--- src/rtl/systolic_scheduler_if.sv ---
// Job, operand, array and result channels between systolic_scheduler and its neighbours.
// master = scheduler side, slave = fetch path / array / result consumer side.
interface systolic_scheduler_if #(
  parameter int WIDTH     = 16,
  parameter int NUM_UNITS = 3,
  parameter int MAX_LEN   = 64
) ();
  localparam int LEN_W = $clog2(MAX_LEN + 1);
  localparam int BUS_W = NUM_UNITS * WIDTH;

  logic                 job_valid;
  logic                 job_ready;
  logic [LEN_W-1:0]     job_len;
  logic                 op_valid;
  logic                 op_ready;
  logic [BUS_W-1:0]     op_a;
  logic [BUS_W-1:0]     op_b;
  logic                 arr_start;
  logic [NUM_UNITS-1:0] arr_active;
  logic [BUS_W-1:0]     arr_a;
  logic [BUS_W-1:0]     arr_b;
  logic [BUS_W-1:0]     arr_result;
  logic [NUM_UNITS-1:0] arr_ready;
  logic                 res_valid;
  logic                 res_ready;
  logic [BUS_W-1:0]     res_data;
  logic [NUM_UNITS-1:0] res_mask;
  logic                 res_last;
  logic                 busy;
  logic                 err;

  modport master (
    input  job_valid, job_len, op_valid, op_a, op_b, arr_result, arr_ready, res_ready,
    output job_ready, op_ready, arr_start, arr_active, arr_a, arr_b,
           res_valid, res_data, res_mask, res_last, busy, err
  );

  modport slave (
    output job_valid, job_len, op_valid, op_a, op_b, arr_result, arr_ready, res_ready,
    input  job_ready, op_ready, arr_start, arr_active, arr_a, arr_b,
           res_valid, res_data, res_mask, res_last, busy, err
  );
endinterface

--- src/rtl/systolic_scheduler.sv ---
// Feeds one lane-wide operand beat at a time into systolic_array and streams the masked products out.
// Op accept -> arr_start 1 cycle, array ready -> res_valid 1 cycle; op_ready only in LOAD, results held under res_ready=0.
module systolic_scheduler #(
  parameter int WIDTH     = 16,
  parameter int NUM_UNITS = 3,
  parameter int MAX_LEN   = 64,
  parameter int TIMEOUT   = 255
) (
  input  logic                clk,
  input  logic                reset,
  systolic_scheduler_if.master bus
);
  localparam int LEN_W = $clog2(MAX_LEN + 1);
  localparam int CNT_W = $clog2(TIMEOUT + 1);
  localparam int BUS_W = NUM_UNITS * WIDTH;

  typedef enum logic [2:0] {S_IDLE, S_LOAD, S_FIRE, S_WAIT, S_OUT} state_t;

  state_t               r_state;
  logic [LEN_W-1:0]     r_remain;
  logic [CNT_W-1:0]     r_cnt;
  logic                 r_job_ready;
  logic                 r_op_ready;
  logic                 r_arr_start;
  logic                 r_res_valid;
  logic                 r_res_last;
  logic                 r_busy;
  logic                 r_err;
  logic [NUM_UNITS-1:0] r_arr_active;
  logic [NUM_UNITS-1:0] r_res_mask;
  logic [BUS_W-1:0]     r_arr_a;
  logic [BUS_W-1:0]     r_arr_b;
  logic [BUS_W-1:0]     r_res_data;

  logic [NUM_UNITS-1:0] w_beat_mask;
  logic [BUS_W-1:0]     w_res_masked;
  logic                 w_beat_last;
  logic                 w_len_bad;
  logic                 w_done;

  // r_remain counts elements not yet issued, so lane i is live while more than i remain.
  always_comb begin
    w_beat_mask  = '0;
    w_res_masked = '0;
    for (int i = 0; i < NUM_UNITS; i++) begin
      w_beat_mask[i] = (r_remain > LEN_W'(i));
      if (r_arr_active[i]) begin
        w_res_masked[i*WIDTH +: WIDTH] = bus.arr_result[i*WIDTH +: WIDTH];
      end
    end
  end

  assign w_beat_last = (r_remain <= LEN_W'(NUM_UNITS));
  assign w_len_bad   = (bus.job_len == '0) || (bus.job_len > LEN_W'(MAX_LEN));
  // r_cnt==0 is the first WAIT cycle, where arr_ready may still belong to the previous op.
  assign w_done      = (r_cnt != '0) && ((bus.arr_ready & r_arr_active) == r_arr_active);

  always_ff @(posedge clk or negedge reset) begin
    if (!reset) begin
      r_state      <= S_IDLE;
      r_remain     <= '0;
      r_cnt        <= '0;
      r_job_ready  <= 1'b1;
      r_op_ready   <= 1'b0;
      r_arr_start  <= 1'b0;
      r_res_valid  <= 1'b0;
      r_res_last   <= 1'b0;
      r_busy       <= 1'b0;
      r_err        <= 1'b0;
      r_arr_active <= '0;
      r_res_mask   <= '0;
      r_arr_a      <= '0;
      r_arr_b      <= '0;
      r_res_data   <= '0;
    end else begin
      case (r_state)
        S_IDLE: begin
          if (bus.job_valid && r_job_ready) begin
            if (w_len_bad) begin
              r_err <= 1'b1;
            end else begin
              r_remain    <= bus.job_len;
              r_err       <= 1'b0;
              r_job_ready <= 1'b0;
              r_op_ready  <= 1'b1;
              r_busy      <= 1'b1;
              r_state     <= S_LOAD;
            end
          end
        end
        S_LOAD: begin
          if (bus.op_valid) begin
            r_arr_a      <= bus.op_a;
            r_arr_b      <= bus.op_b;
            r_arr_active <= w_beat_mask;
            r_op_ready   <= 1'b0;
            r_arr_start  <= 1'b1;
            r_state      <= S_FIRE;
          end
        end
        S_FIRE: begin
          r_arr_start <= 1'b0;
          r_cnt       <= '0;
          r_state     <= S_WAIT;
        end
        S_WAIT: begin
          if (w_done) begin
            r_res_data  <= w_res_masked;
            r_res_mask  <= r_arr_active;
            r_res_last  <= w_beat_last;
            r_res_valid <= 1'b1;
            r_state     <= S_OUT;
          end else if (r_cnt == CNT_W'(TIMEOUT)) begin
            r_err        <= 1'b1;
            r_arr_active <= '0;
            r_job_ready  <= 1'b1;
            r_busy       <= 1'b0;
            r_state      <= S_IDLE;
          end else begin
            r_cnt <= r_cnt + CNT_W'(1);
          end
        end
        S_OUT: begin
          if (bus.res_ready) begin
            r_res_valid <= 1'b0;
            if (r_res_last) begin
              r_arr_active <= '0;
              r_job_ready  <= 1'b1;
              r_busy       <= 1'b0;
              r_state      <= S_IDLE;
            end else begin
              r_remain   <= r_remain - LEN_W'(NUM_UNITS);
              r_op_ready <= 1'b1;
              r_state    <= S_LOAD;
            end
          end
        end
        default: r_state <= S_IDLE;
      endcase
    end
  end

  assign bus.job_ready  = r_job_ready;
  assign bus.op_ready   = r_op_ready;
  assign bus.arr_start  = r_arr_start;
  assign bus.arr_active = r_arr_active;
  assign bus.arr_a      = r_arr_a;
  assign bus.arr_b      = r_arr_b;
  assign bus.res_valid  = r_res_valid;
  assign bus.res_data   = r_res_data;
  assign bus.res_mask   = r_res_mask;
  assign bus.res_last   = r_res_last;
  assign bus.busy       = r_busy;
  assign bus.err        = r_err;
endmodule

--- src/flat_wrapper.sv ---
// flat-port wrapper written by rule: the top's interface ports become plain ports
module systolic_scheduler_flat 
#(
  parameter int WIDTH     = 16,
  parameter int NUM_UNITS = 3,
  parameter int MAX_LEN   = 64,
  parameter int TIMEOUT   = 255
)
  (clk, reset, bus_job_valid, bus_job_len, bus_op_valid, bus_op_a, bus_op_b, bus_arr_result, bus_arr_ready, bus_res_ready, bus_job_ready, bus_op_ready, bus_arr_start, bus_arr_active, bus_arr_a, bus_arr_b, bus_res_valid, bus_res_data, bus_res_mask, bus_res_last, bus_busy, bus_err);
  systolic_scheduler_if #(.WIDTH(WIDTH), .NUM_UNITS(NUM_UNITS), .MAX_LEN(MAX_LEN)) bus_i ();
  input  logic clk;
  input  logic reset;
  input wire logic [$bits(bus_i.job_valid)-1:0] bus_job_valid;
  input wire logic [$bits(bus_i.job_len)-1:0] bus_job_len;
  input wire logic [$bits(bus_i.op_valid)-1:0] bus_op_valid;
  input wire logic [$bits(bus_i.op_a)-1:0] bus_op_a;
  input wire logic [$bits(bus_i.op_b)-1:0] bus_op_b;
  input wire logic [$bits(bus_i.arr_result)-1:0] bus_arr_result;
  input wire logic [$bits(bus_i.arr_ready)-1:0] bus_arr_ready;
  input wire logic [$bits(bus_i.res_ready)-1:0] bus_res_ready;
  output wire logic [$bits(bus_i.job_ready)-1:0] bus_job_ready;
  output wire logic [$bits(bus_i.op_ready)-1:0] bus_op_ready;
  output wire logic [$bits(bus_i.arr_start)-1:0] bus_arr_start;
  output wire logic [$bits(bus_i.arr_active)-1:0] bus_arr_active;
  output wire logic [$bits(bus_i.arr_a)-1:0] bus_arr_a;
  output wire logic [$bits(bus_i.arr_b)-1:0] bus_arr_b;
  output wire logic [$bits(bus_i.res_valid)-1:0] bus_res_valid;
  output wire logic [$bits(bus_i.res_data)-1:0] bus_res_data;
  output wire logic [$bits(bus_i.res_mask)-1:0] bus_res_mask;
  output wire logic [$bits(bus_i.res_last)-1:0] bus_res_last;
  output wire logic [$bits(bus_i.busy)-1:0] bus_busy;
  output wire logic [$bits(bus_i.err)-1:0] bus_err;
  assign bus_i.job_valid = bus_job_valid;
  assign bus_i.job_len = bus_job_len;
  assign bus_i.op_valid = bus_op_valid;
  assign bus_i.op_a = bus_op_a;
  assign bus_i.op_b = bus_op_b;
  assign bus_i.arr_result = bus_arr_result;
  assign bus_i.arr_ready = bus_arr_ready;
  assign bus_i.res_ready = bus_res_ready;
  assign bus_job_ready = bus_i.job_ready;
  assign bus_op_ready = bus_i.op_ready;
  assign bus_arr_start = bus_i.arr_start;
  assign bus_arr_active = bus_i.arr_active;
  assign bus_arr_a = bus_i.arr_a;
  assign bus_arr_b = bus_i.arr_b;
  assign bus_res_valid = bus_i.res_valid;
  assign bus_res_data = bus_i.res_data;
  assign bus_res_mask = bus_i.res_mask;
  assign bus_res_last = bus_i.res_last;
  assign bus_busy = bus_i.busy;
  assign bus_err = bus_i.err;
  systolic_scheduler #(.WIDTH(WIDTH), .NUM_UNITS(NUM_UNITS), .MAX_LEN(MAX_LEN), .TIMEOUT(TIMEOUT)) u_core (.clk(clk), .reset(reset), .bus(bus_i));
endmodule
--- config.mk ---
export PLATFORM = sky130hd
export DESIGN_NAME = systolic_scheduler_flat
export DESIGN_NICKNAME = d
export VERILOG_FILES = /design/src/rtl/systolic_scheduler_if.sv /design/src/rtl/systolic_scheduler.sv /design/src/flat_wrapper.sv
export SDC_FILE = /design/constraint.sdc
export NUM_CORES = 1
export LEC_CHECK = 0
export CORE_ASPECT_RATIO = 0.5
export CORE_UTILIZATION = 38
export CTS_CLUSTER_SIZE = 24
export DETAILED_ROUTE_END_ITERATION = 10
export PLACE_DENSITY_LB_ADDON = 0.12
export SYNTH_ARGS = -nofsm -noshare
export SYNTH_HDL_FRONTEND = slang
export SYNTH_SLANG_ARGS = --single-unit
--- constraint.sdc ---
create_clock -name clk -period 1.8 [get_ports clk]
set_input_delay 0.36 -clock clk [delete_from_list [all_inputs] [get_ports clk]]
set_output_delay 0.36 -clock clk [all_outputs]
set_load 0.02 [all_outputs]
**Word-level counts from Yosys, hierarchy flattened**

Cells that the tools add are included.

- Shift-type cells: 0
- $add $sub $neg: 2
- Order comparisons: 5
- Bitwise logic cells: 1
- Equality and inequality tests: 17
- Reductions and logical operators: 25
- Div/mod/pow operators: 0
- Multiplexer cells: 50
- Multipliers: 0

Operators by type and width:

| cell | count |
|---|---|
| 16-bit two-way mux | 3 |
| 3-bit two-way mux | 10 |
| 7-bit two-way mux | 4 |
| 1-bit two-way mux | 21 |
| 8-bit two-way mux | 2 |
| 8-bit one-hot mux with 2 select lines | 1 |
| 3-bit one-hot mux with 5 select lines | 1 |
| 7-bit by 1-bit > comparator with 1-bit output (second input constant) | 2 |
| 7-bit one-hot mux with 2 select lines | 1 |
| 2-bit inequality test (second input constant) | 6 |
| 6-bit AND reduction | 2 |
| 5-bit AND reduction | 2 |
| 2-bit nonzero test | 5 |
| 1-bit one-hot mux with 3 select lines | 3 |
| 3-bit one-hot mux with 3 select lines | 1 |
| 3-bit nonzero test | 3 |
| 8-bit by 1-bit adder with 8-bit output (second input constant) | 1 |
| 8-bit == test (second input constant) | 1 |
| 2-bit by 1-bit inequality test with 1-bit output (second input constant) | 4 |
| 8-bit nonzero test | 1 |
| 7-bit by 2-bit > comparator with 1-bit output (second input constant) | 1 |
| 7-bit > comparator (second input constant) | 1 |
| 7-bit by 2-bit less-or-equal comparator with 1-bit output (second input constant) | 1 |
| 7-bit logical NOT | 1 |
| 15 further kinds | 22 |

- Bits in registers: 175
- Bits in latches: 0
- Memories kept: 0
- Word-level logic and storage cells: 115
- Input port bits: 159
- RAM bits: 0
- Output and inout bits: 157
- Memory bits (read-only): 0

**Depth between registers and ports, before layout**

Gate-level depths: netlist of the first run.

- Depth after elaboration: 5
- Gate-level depth with buffers: 8
- Depth with buffers taken out: 6

**Least setup slack after synthesis of the first run**

Ideal clock, no wire load.

- Path kind: register to register
- Start point: reg u_core.r_arr_active[0] (netlist: u_core.bus.arr_active[0])
- End point: reg u_core.r_arr_active[0] (netlist: u_core.bus.arr_active[0])
- Buffers on the path: 1
- Clock period less this slack: 2.051 ns
- Slack: -0.251 ns
- Setup time: 0.125 ns
- Cell stages (with the launch flop): 6
- Data arrival time: 1.927 ns
- Data required time: 1.675 ns
- Path through: dfrtp_1 > clkbuf_1 > a222oi_1 > a21oi_2 > a21oi_1 > mux2_2

- Longest elaborated chain between the ends: 5

Ends and longest elaborated chain:

| what | RTL line | source |
|---|---|---|
| start, declared | systolic_scheduler.sv:29 | `logic [NUM_UNITS-1:0] r_arr_active;` |
| start signal, assigned | systolic_scheduler.sv:95 | `r_arr_active <= w_beat_mask;` |
| 3-bit bitwise AND | systolic_scheduler.sv:56 | `assign w_done = (r_cnt != '0) && ((bus.arr_ready & r_arr_active) == r_arr_active);` |
| 3-bit == test * | systolic_scheduler.sv:56 |  |
| 1-bit logical AND * | systolic_scheduler.sv:56 |  |
| 2-bit inequality test (no source line) * | -- |  |
| 6-bit AND reduction (no source line) * | -- |  |

Every way passes the cells marked *; elsewhere a longest branch is shown, timed or not.
A chain may end at the register's enable or synchronous reset.

**Worst setup path after layout of the first run**

- Start point: in bus_job_len[5]
- End point: reg u_core.r_op_ready (netlist: u_core.bus.op_ready)

- Longest elaborated chain between the ends: 4
- Elaborated cells on any way between the ends: 5
- Those cells by class: order compare: 1; eq/ne: 1; reduce/logical: 3

Ends and longest elaborated chain:

| what | RTL line | source |
|---|---|---|
| start, declared | flat_wrapper.sv:14 | `input wire logic [$bits(bus_i.job_len)-1:0] bus_job_len;` |
| 7-bit > comparator or 7-bit logical NOT (tied branches) | systolic_scheduler.sv:54 | `assign w_len_bad = (bus.job_len == '0) \|\| (bus.job_len > LEN_W'(MAX_LEN));` |
| 1-bit logical OR * | systolic_scheduler.sv:54 |  |
| 2-bit inequality test (no source line) * | -- |  |
| 6-bit AND reduction (no source line) * | -- |  |
| end signal, assigned | systolic_scheduler.sv:64 | `r_op_ready <= 1'b0;` |
| end signal, assigned | systolic_scheduler.sv:85 | `r_op_ready <= 1'b1;` |
| end signal, assigned | systolic_scheduler.sv:96 | `r_op_ready <= 1'b0;` |
| end, declared | systolic_scheduler.sv:23 | `logic r_op_ready;` |

Marks and branches as above.

==> qor.json, run 1 <==
{
  "hold_class": {"value": "in2async"},
  "area_of_the_die": {"value": 19700, "unit": "um2"},
  "root_buffer": {"value": "sky130_fd_sc_hd__clkbuf_16"},
  "clock_insertion_delay_worst_skew": {"value": 0.42, "unit": "ns"},
  "clock_tree.htree_level_count": {"value": 4},
  "port_buffers": {"value": 315},
  "globalRoute.totalOverflow": {"value": 0},
  "use_met1": {"value": 24.9, "unit": "%"},
  "worst_setup_hold_path_clk_slew": {"value": 0.07, "unit": "ns"},
  "path_buf_inv": {"value": 1},
  "netlist_area": {"value": 7250, "unit": "um2"},
  "synth.top_cells.by_count": {"value": "174 x sky130_fd_sc_hd__dfrtp_1, 114 x sky130_fd_sc_hd__nand2_1, 103 x sky130_fd_sc_hd__mux2_2"},
  "gp_congestion": {"value": 0.847},
  "place_hpwl": {"value": 14900, "unit": "um"},
  "grt_most_used_layer": {"value": "met2"},
  "hold_violations": {"value": 0},
  "grt_start_max_net_pins": {"value": 59},
  "critical_path_class": {"value": "in2reg"},
  "max_freq": {"value": 563, "unit": "MHz"},
  "synth-seq-cells": {"value": 175},
  "critPathRequiredTime": {"value": 2.10, "unit": "ns"},
  "final_core_util": {"value": 64.6, "unit": "%"},
  "detail_route.vias_per_cell": {"value": 4.78},
  "die_h": {"value": 99.7, "unit": "um"},
  "async_reset_ff_share": {"value": 100, "unit": "%"},
  "initial_core_util": {"value": 39.1, "unit": "%"},
  "setup_viol_count_final": {"value": 0},
  "maxCapViolations": {"value": 0},
  "netlist_instances": {"value": 610},
  "route.antenna.remaining_nets": {"value": 0},
  "synth_largest_type_area_fraction": {"value": 60.1, "unit": "%"},
  "period_minus_slack": {"value": 1.78, "unit": "ns"},
  "final-max-slew-violation-count": {"value": 0},
  "tightestPinTransition": {"value": 0.389, "unit": "ns"},
  "fin_worst_skew": {"value": 0.0129, "unit": "ns"},
  "multi_input_comb_area": {"value": 2760, "unit": "um2"},
  "area.sequential": {"value": 4380, "unit": "um2"},
  "postSynthNetCount": {"value": 775},
  "floorplan.core_area": {"value": 18500, "unit": "um2"},
  "grt_pass1_vias": {"value": 6027},
  "synth.lib_cells_used.distinct": {"value": 49},
  "use_met2": {"value": 35.6, "unit": "%"},
  "area.growth.synth_to_final": {"value": 65.1, "unit": "%"},
  "finish.cell_count_without_fillers": {"value": 1241},
  "worst_setup_path_start_kind": {"value": "primary input"},
  "drt_pass1_iterations": {"value": 4},
  "synthFlopType": {"value": "sky130_fd_sc_hd__dfrtp_1"},
  "die_w": {"value": 197, "unit": "um"},
  "fp-row-count": {"value": 35},
  "detail_route.drc_violations": {"value": 0},
  "yosys-top-cells-area": {"value": "sky130_fd_sc_hd__dfrtp_1 60%, sky130_fd_sc_hd__mux2_2 16%, sky130_fd_sc_hd__nand2_1 5.9%"},
  "critical_path_peak_fanout": {"value": 7},
  "max_rail_drop_vdd": {"value": 702, "unit": "uV"},
  "synthesis.yosys.warnings": {"value": 0},
  "power_leakage": {"value": 5.61, "unit": "nW"},
  "crit_path_max_incr_delay": {"value": 0.53, "unit": "ns"},
  "final_net_count": {"value": 1134},
  "cp-end-kind": {"value": "flop"},
  "status": {"value": "finished, final reports clean"},
  "syn-mean-instance-area": {"value": 11.9, "unit": "um2"},
  "power_density": {"value": 1750, "unit": "nW/um2"},
  "grt_util_met3": {"value": 5.49, "unit": "%"},
  "number_of_cts_inserted_buffers": {"value": 17},
  "critical-path-top-cell-by-count": {"value": "sky130_fd_sc_hd__or4_4"},
  "rsz0062_at_grt": {"value": "true"},
  "cell_with_the_most_instances_after_synthesis": {"value": "sky130_fd_sc_hd__dfrtp_1"},
  "relSlewSlack": {"value": 73.4, "unit": "%"},
  "post-place-cells": {"value": 1203},
  "yosysTopAreaCell": {"value": "sky130_fd_sc_hd__dfrtp_1"},
  "fraction_of_layout_instances_using_a_drive_strength_above_1": {"value": 22.8, "unit": "%"},
  "first_pass_grt_wire_length": {"value": 31500, "unit": "um"},
  "antenna_found_initial": {"value": 0},
  "critical_path.top_delay_family": {"value": "simple AND/OR/NAND/NOR gates"},
  "fin_crit_sh": {"value": 98.8, "unit": "%"},
  "fillerInstances": {"value": 1477},
  "track_usage": {"value": 20.6, "unit": "%"},
  "timing.critical_path.arrival": {"value": 2.08, "unit": "ns"},
  "antennaDiodeCount": {"value": 0},
  "clock_sinks": {"value": 175},
  "crit_path_top_delay_cell": {"value": "sky130_fd_sc_hd__or4_4"},
  "synth_seq_area_share": {"value": 60.4, "unit": "%"},
  "cells_along_the_critical_path": {"value": "buf_2 > or4_4 > or4_4 > a31oi_4 > a21oi_4 > o21bai_1"},
  "tritoncts": {"value": "built"},
  "route.vias.total": {"value": 5937},
  "floorplan.io_pins": {"value": 316},
  "detail_route.iter0.violations": {"value": 228},
  "finalWirelength": {"value": 20300, "unit": "um"},
  "p_total": {"value": 20.9, "unit": "mW"},
  "cts_buffer_depth": {"value": 2},
  "wl_per_cell": {"value": 16.3, "unit": "um"},
  "number_of_enable_type_register_cells_in_the_synthesized_netlist": {"value": 0}
}
-- placed cells by master (no fill, tap or decap), drive strengths merged, types with 3 or more instances in the layout --
master and instances:
clkdlybuf4s50 262, dfrtp 174, nand2 114, mux2 103, buf 60, o21ai 58, dlymetal6s2s 41, clkbuf 25
inv 20, nor2 15, nand3 10, a21oi 10, a31oi 8, o22ai 7, ha 6, and3 6
mux2i 5, clkinv 5, dlygate4sd2 4, nor3 4, a21o 3, a211oi 3, o31ai 3
-- per-layer routing --
layer / part of all wire [%] / wire length [um]
met2: 50 / 10200
met5: 0 / 0
met3: 6.4 / 1300
met4: 1.5 / 306
met1: 42 / 8460
-- area by class of cell --
class	instances	area share (%)
clock buffers	22	4.05
clock inverters	10	1.05
inverters	18	0.564
multi-input cells	384	23.1
flip-flops and latches	175	36.6
well taps	259	2.71
repair buffers	373	32.0
-- worst reg2reg max path: cells and delay by family (launching register included) --
| kind | cells | cell delay, ns |
|---|---|---|
| compound gates | 3 | 0.66 |
| buf+inv | 1 | 0.22 |
| mux | 1 | 0.36 |
| flops | 1 | 0.40 |
-- report_power, final --
part	switching (mW)	total (mW)	internal [mW]
sequential	1.02	6.82	5.80
clock	1.59	3.80	2.21
combinational	5.03	10.3	5.23
-- path summary, 6_finish.rpt --
check | from | to | slack [ns] | depth (start not counted)
max in group asynchronous | reset | u_core.bus.res_data[1]$_DFFE_PN0P_ | 0.79 | 3
worst min-delay path | reset | u_core.bus.arr_a[1]$_DFFE_PN0P_ | 0.38 | 2
worst max register to register | u_core.bus.arr_active[0]$_DFFE_PN0P_ | u_core.bus.arr_active[0]$_DFFE_PN0P_ | 0.05 | 5
worst max-delay path | bus_job_len[5] | u_core.bus.op_ready$_DFFE_PN0P_ | 0.02 | 6
min in group clk | bus_job_len[2] | u_core.r_remain[2]$_DFFE_PN0P_ | 0.39 | 4
worst min register to register | u_core.bus.res_data[9]$_DFFE_PN0P_ | u_core.bus.res_data[9]$_DFFE_PN0P_ | 0.48 | 2
-- cell families (layout without fill, tap and decap cells) --
kind of cell / after synthesis / in the layout / share of synthesized area [%]
mux: 108 / 108 / 16.7
flops: 175 / 175 / 60.4
fa+ha+maj: 6 / 6 / 1.04
buf+inv: 51 / 423 / 2.87
simple gates: 165 / 165 / 9.86
compound gates: 105 / 105 / 9.11
-- flip-flops by register name (all words and copies together) (netlist names) --
signal,flops
u_core.bus.res_valid,1
u_core.bus.arr_active,3
u_core.bus.res_data,48
u_core.r_state,3
u_core.r_cnt,8
u_core.bus.res_mask,3
u_core.r_remain,7
u_core.bus.busy,1
u_core.bus.res_last,1
u_core.bus.arr_b,48
u_core.bus.job_ready,1
u_core.bus.op_ready,1
u_core.bus.arr_start,1
u_core.bus.arr_a,48
u_core.bus.err,1
-- through the flow --
stage	TNS, ns	worst slack [ns]	cell area, um2	hold slack, ns
final	0	0.0223	12000	0.382
after global placement	-35.03	-0.661	11100	0.265
after detailed placement	-32.05	-0.730	11100	0.269
after floorplan	-5.18	-0.181	7350	0.0644
after CTS	0	0.00298	11800	0.371
after global routing	-0.235	-0.0394	12000	0.412
-- repair_timing --
item | CTS | global route
setup buffers | 1 | 3
hold buffers | 1 | 0
cloned | 0 | 1
gates resized for setup | 24 | 61
setup endpoints to repair | 22 | 63
pin swaps | 5 | 10
endpoints found under the hold margin | 28 | 0
(Power assumes the default switching activity.)
==> run 2, diff against run 1 <==
--- a/config.mk
+++ b/config.mk
@@ -5,8 +5,9 @@
 export SDC_FILE = /design/constraint.sdc
 export NUM_CORES = 1
 export LEC_CHECK = 0
+export ABC_AREA = 1
 export CORE_ASPECT_RATIO = 0.5
-export CORE_UTILIZATION = 38
+export CORE_UTILIZATION = 39
 export CTS_CLUSTER_SIZE = 24
 export DETAILED_ROUTE_END_ITERATION = 10
 export PLACE_DENSITY_LB_ADDON = 0.12
==> constraint.sdc (replaced) <==
create_clock -name clk -period 1.8 [get_ports clk]
set_input_delay 0.36 -clock clk [delete_from_list [all_inputs] [get_ports clk]]
set_output_delay 0.36 -clock clk [all_outputs]
set_load 0.01 [all_outputs]
==> qor.json, run 2 <==
{
  "finalWirelength": {"value": 19600, "unit": "um", "change": "-3.3%"},
  "maxCapViolations": {"value": 0, "change": "unchanged"},
  "gp_congestion": {"value": 0.848, "change": "+0.15%"},
  "grt_start_max_net_pins": {"value": 89, "change": "+51%"},
  "fin_setup_tns": {"value": 0, "unit": "ns", "change": "unchanged"},
  "initial_core_util": {"value": 40.1, "unit": "%", "change": "+0.99 points"},
  "antenna_found_initial": {"value": 0, "change": "unchanged"},
  "synth-seq-cells": {"value": 175, "change": "unchanged"},
  "relSlewSlack": {"value": 68.3, "unit": "%", "change": "-5.1 points"},
  "syn-mean-instance-area": {"value": 10.6, "unit": "um2", "change": "-11%"},
  "detail_route.vias_per_cell": {"value": 4.63, "change": "-3.1%"},
  "wl_per_cell": {"value": 14.9, "unit": "um", "change": "-8.9%"},
  "port_buffers": {"value": 315, "change": "unchanged"},
  "timing.critical_path.arrival": {"value": 1.38, "unit": "ns", "change": "-0.70 ns"},
  "route.antenna.remaining_nets": {"value": 0, "change": "unchanged"},
  "track_usage": {"value": 20.5, "unit": "%", "change": "-0.077 points"},
  "detail_route.iter0.violations": {"value": 182, "change": "-20%"},
  "multi_input_comb_area": {"value": 2730, "unit": "um2", "change": "-1.0%"},
  "hold_class": {"value": "in2async"},
  "fin_worst_skew": {"value": 0.0121, "unit": "ns", "change": "-0.000836 ns"},
  "critical_path_class": {"value": "reg2out"},
  "synth.top_cells.by_count": {"value": "186 x sky130_fd_sc_hd__nand2_1, 174 x sky130_fd_sc_hd__dfrtp_1, 85 x sky130_fd_sc_hd__mux2_2"},
  "synth.lib_cells_used.distinct": {"value": 31, "change": "-37%"},
  "clock_sinks": {"value": 175, "change": "unchanged"},
  "most-common-layout-cells": {"value": "313 x sky130_fd_sc_hd__clkdlybuf4s50_1, 184 x sky130_fd_sc_hd__nand2_1, 173 x sky130_fd_sc_hd__dfrtp_1"},
  "floorplan.core_area": {"value": 18500, "unit": "um2", "change": "unchanged"},
  "worst_setup_path_start_kind": {"value": "flop"},
  "die_w": {"value": 197, "unit": "um", "change": "about the same"},
  "area_of_the_die": {"value": 19600, "unit": "um2", "change": "about the same"},
  "place_ws": {"value": -0.100, "unit": "ns", "change": "+0.629 ns"},
  "power_density": {"value": 1670, "unit": "nW/um2", "change": "-4.3%"},
  "yosysTopAreaCell": {"value": "sky130_fd_sc_hd__dfrtp_1"},
  "clock_tree.htree_level_count": {"value": 4, "change": "unchanged"},
  "route.vias.total": {"value": 6098, "change": "+2.7%"},
  "tightestPinTransition": {"value": 0.474, "unit": "ns", "change": "+0.0857 ns"},
  "synthesis.yosys.warnings": {"value": 0, "change": "unchanged"},
  "synth_largest_type_area_fraction": {"value": 58.6, "unit": "%", "change": "-1.5 points"},
  "root_buffer": {"value": "sky130_fd_sc_hd__clkbuf_16"},
  "critical_path_peak_fanout": {"value": 4, "change": "-3"},
  "globalRoute.totalOverflow": {"value": 0, "change": "unchanged"},
  "first_pass_grt_wire_length": {"value": 31600, "unit": "um", "change": "+0.31%"},
  "path_buf_inv": {"value": 1, "change": "unchanged"},
  "hold_violations": {"value": 0, "change": "unchanged"},
  "clock_insertion_delay_worst_skew": {"value": 0.42, "unit": "ns", "change": "about the same"},
  "fp-row-count": {"value": 35, "change": "unchanged"},
  "setup_viol_count_final": {"value": 0, "change": "unchanged"},
  "power_leakage": {"value": 5.21, "unit": "nW", "change": "-7.0%"},
  "whs": {"value": 0.433, "unit": "ns", "change": "+0.0510 ns"},
  "fraction_of_layout_instances_using_a_drive_strength_above_1": {"value": 16.4, "unit": "%", "change": "-6.4 points"},
  "netlist_instances": {"value": 701, "change": "+15%"},
  "drt_pass1_iterations": {"value": 5, "change": "+1"},
  "yosys-top-cells-area": {"value": "sky130_fd_sc_hd__dfrtp_1 59%, sky130_fd_sc_hd__mux2_2 13%, sky130_fd_sc_hd__nand2_1 9.4%"},
  "critical_path.top_delay_family": {"value": "buffers and inverters"},
  "async_reset_ff_share": {"value": 100, "unit": "%", "change": "unchanged"},
  "synthFlopType": {"value": "sky130_fd_sc_hd__dfrtp_1"},
  "critPathRequiredTime": {"value": 1.44, "unit": "ns", "change": "-0.66 ns"},
  "worst_setup_hold_path_clk_slew": {"value": 0.07, "unit": "ns", "change": "about the same"},
  "status": {"value": "finished, final reports clean"},
  "final_net_count": {"value": 1209, "change": "+6.6%"},
  "detail_route.drc_violations": {"value": 0, "change": "unchanged"},
  "setup_ws": {"value": 0.0603, "unit": "ns", "change": "+0.0381 ns"},
  "fin_crit_sh": {"value": 96.6, "unit": "%", "change": "-2.1 points"},
  "crit_path_top_delay_cell": {"value": "sky130_fd_sc_hd__clkdlybuf4s50_1"},
  "number_of_cts_inserted_buffers": {"value": 17, "change": "unchanged"},
  "cp-end-kind": {"value": "output pin"},
  "die_h": {"value": 99.6, "unit": "um", "change": "about the same"},
  "crit_path_max_incr_delay": {"value": 0.56, "unit": "ns", "change": "+0.03 ns"},
  "max_freq": {"value": 575, "unit": "MHz", "change": "+2.2%"},
  "postSynthNetCount": {"value": 866, "change": "+12%"},
  "place_hpwl": {"value": 14400, "unit": "um", "change": "-3.7%"},
  "final-max-slew-violation-count": {"value": 0, "change": "unchanged"},
  "final_core_util": {"value": 62.9, "unit": "%", "change": "-1.7 points"},
  "area.sequential": {"value": 4380, "unit": "um2", "change": "about the same"},
  "synth_seq_area_share": {"value": 58.9, "unit": "%", "change": "-1.5 points"},
  "area.growth.synth_to_final": {"value": 56.8, "unit": "%"},
  "fillerInstances": {"value": 1556, "change": "+5.3%"},
  "cts_buffer_depth": {"value": 2, "change": "unchanged"},
  "tritoncts": {"value": "built"},
  "max_rail_drop_vdd": {"value": 864, "unit": "uV", "change": "+23%"},
  "grt_pass1_vias": {"value": 6195, "change": "+2.8%"},
  "cell_with_the_most_instances_after_synthesis": {"value": "sky130_fd_sc_hd__nand2_1"},
  "number_of_enable_type_register_cells_in_the_synthesized_netlist": {"value": 0, "change": "unchanged"},
  "floorplan.io_pins": {"value": 316, "change": "unchanged"},
  "antennaDiodeCount": {"value": 0, "change": "unchanged"},
  "netlist_area": {"value": 7430, "unit": "um2", "change": "+2.5%"},
  "final_common_cell": {"value": "sky130_fd_sc_hd__clkdlybuf4s50_1"},
  "cells_along_the_critical_path": {"value": "clkdlybuf4s50_1"},
  "period_minus_slack": {"value": 1.74, "unit": "ns", "change": "-0.0381 ns"}
}
==> run 2: cell count changes in the layout (fill, tap and decap cells not counted), sizes merged, moves of 6 or more <==
cell	before	now
nand2	114	190
clkdlybuf4s50	262	313
dlymetal6s2s	41	0
inv	20	47
nand3	10	35
buf	60	39
nor2	15	31
o21ai	58	70
a31oi	8	0
mux2	103	96
and3	6	0
==> run 2: power by group <==
group / leakage (nW) / total (mW) / internal (mW) / switching [mW]
Sequential: 2.16 / 6.80 / 5.76 / 1.04
Clock: 0.252 / 3.41 / 1.82 / 1.59
Combinational: 2.80 / 9.25 / 5.22 / 4.03
==> run 2: cells by family (layout without fill, tap and decap cells) <==
group                    after synthesis  count (layout)  synth area share [%]
XOR/XNOR                               3               3                 0.354
AND/OR/NAND/NOR                      265             265                  15.0
flip-flops                           175             175                  58.9
buffers and inverters                 75             431                  4.55
AO/OA/AOI/OAI                         81              81                  5.61
multiplexers                          96              96                  14.5
adder cells (fa/ha/maj)                6               6                  1.01
==> run 2: per-stage QoR <==
stage          instance area [um2]  std cells  total power [mW]
6_report                     11700       1316              19.5
5_1_grt                      11700       1316              20.8
4_1_cts                      11600       1313              19.7
3_5_place_dp                 11100       1279              16.1
3_3_place_gp                 11100       1279              15.9
2_1_floorplan                 7430        701              11.1
==> run 2: final timing paths <==
check / start / endpoint / slack (ns) / cells after the start
worst max-delay path: u_core.bus.arr_active[2]$_DFFE_PN0P_ / bus_arr_active[2] / 0.06 / 1
worst min-delay path: reset / u_core.bus.arr_b[47]$_DFFE_PN0P_ / 0.43 / 2
worst max register to register: u_core.r_cnt[0]$_DFFE_PN0P_ / u_core.r_cnt[6]$_DFFE_PN0P_ / 0.15 / 10
worst min register to register: u_core.bus.arr_start$_DFFE_PN0P_ / u_core.bus.arr_start$_DFFE_PN0P_ / 0.48 / 2
max in group asynchronous: reset / u_core.bus.job_ready$_DFFE_PN1P_ / 0.71 / 3
min in group clk: u_core.bus.arr_start$_DFFE_PN0P_ / u_core.bus.arr_start$_DFFE_PN0P_ / 0.48 / 2
==> run 2: per-layer routing <==
layer	GRT usage [%]	wire length, um	vias to the layer above
met5	0	0	-
met4	5.61	217	0
met3	7.56	1800	18
met2	33.5	9210	202
met1	25.6	8370	2897
li1	-	-	2981
==> run 2: timing repair <==
action                                  4_1_cts  5_1_grt
hold buffers                                  1        0
endpoints found under the hold margin        36        0
resized for setup                             2        6
pin swaps                                     0        1
endpoints found under the setup margin        3       16
setup buffers                                 1        3
==> run 2: cell type report <==
cell class | count | area share [%]
clock inverter | 11 | 0.741
multi-input combinational | 451 | 23.4
timing repair buffer | 354 | 30.1
inverter | 45 | 1.45
sequential | 175 | 37.6
clock buffer | 21 | 3.87
tap | 259 | 2.78
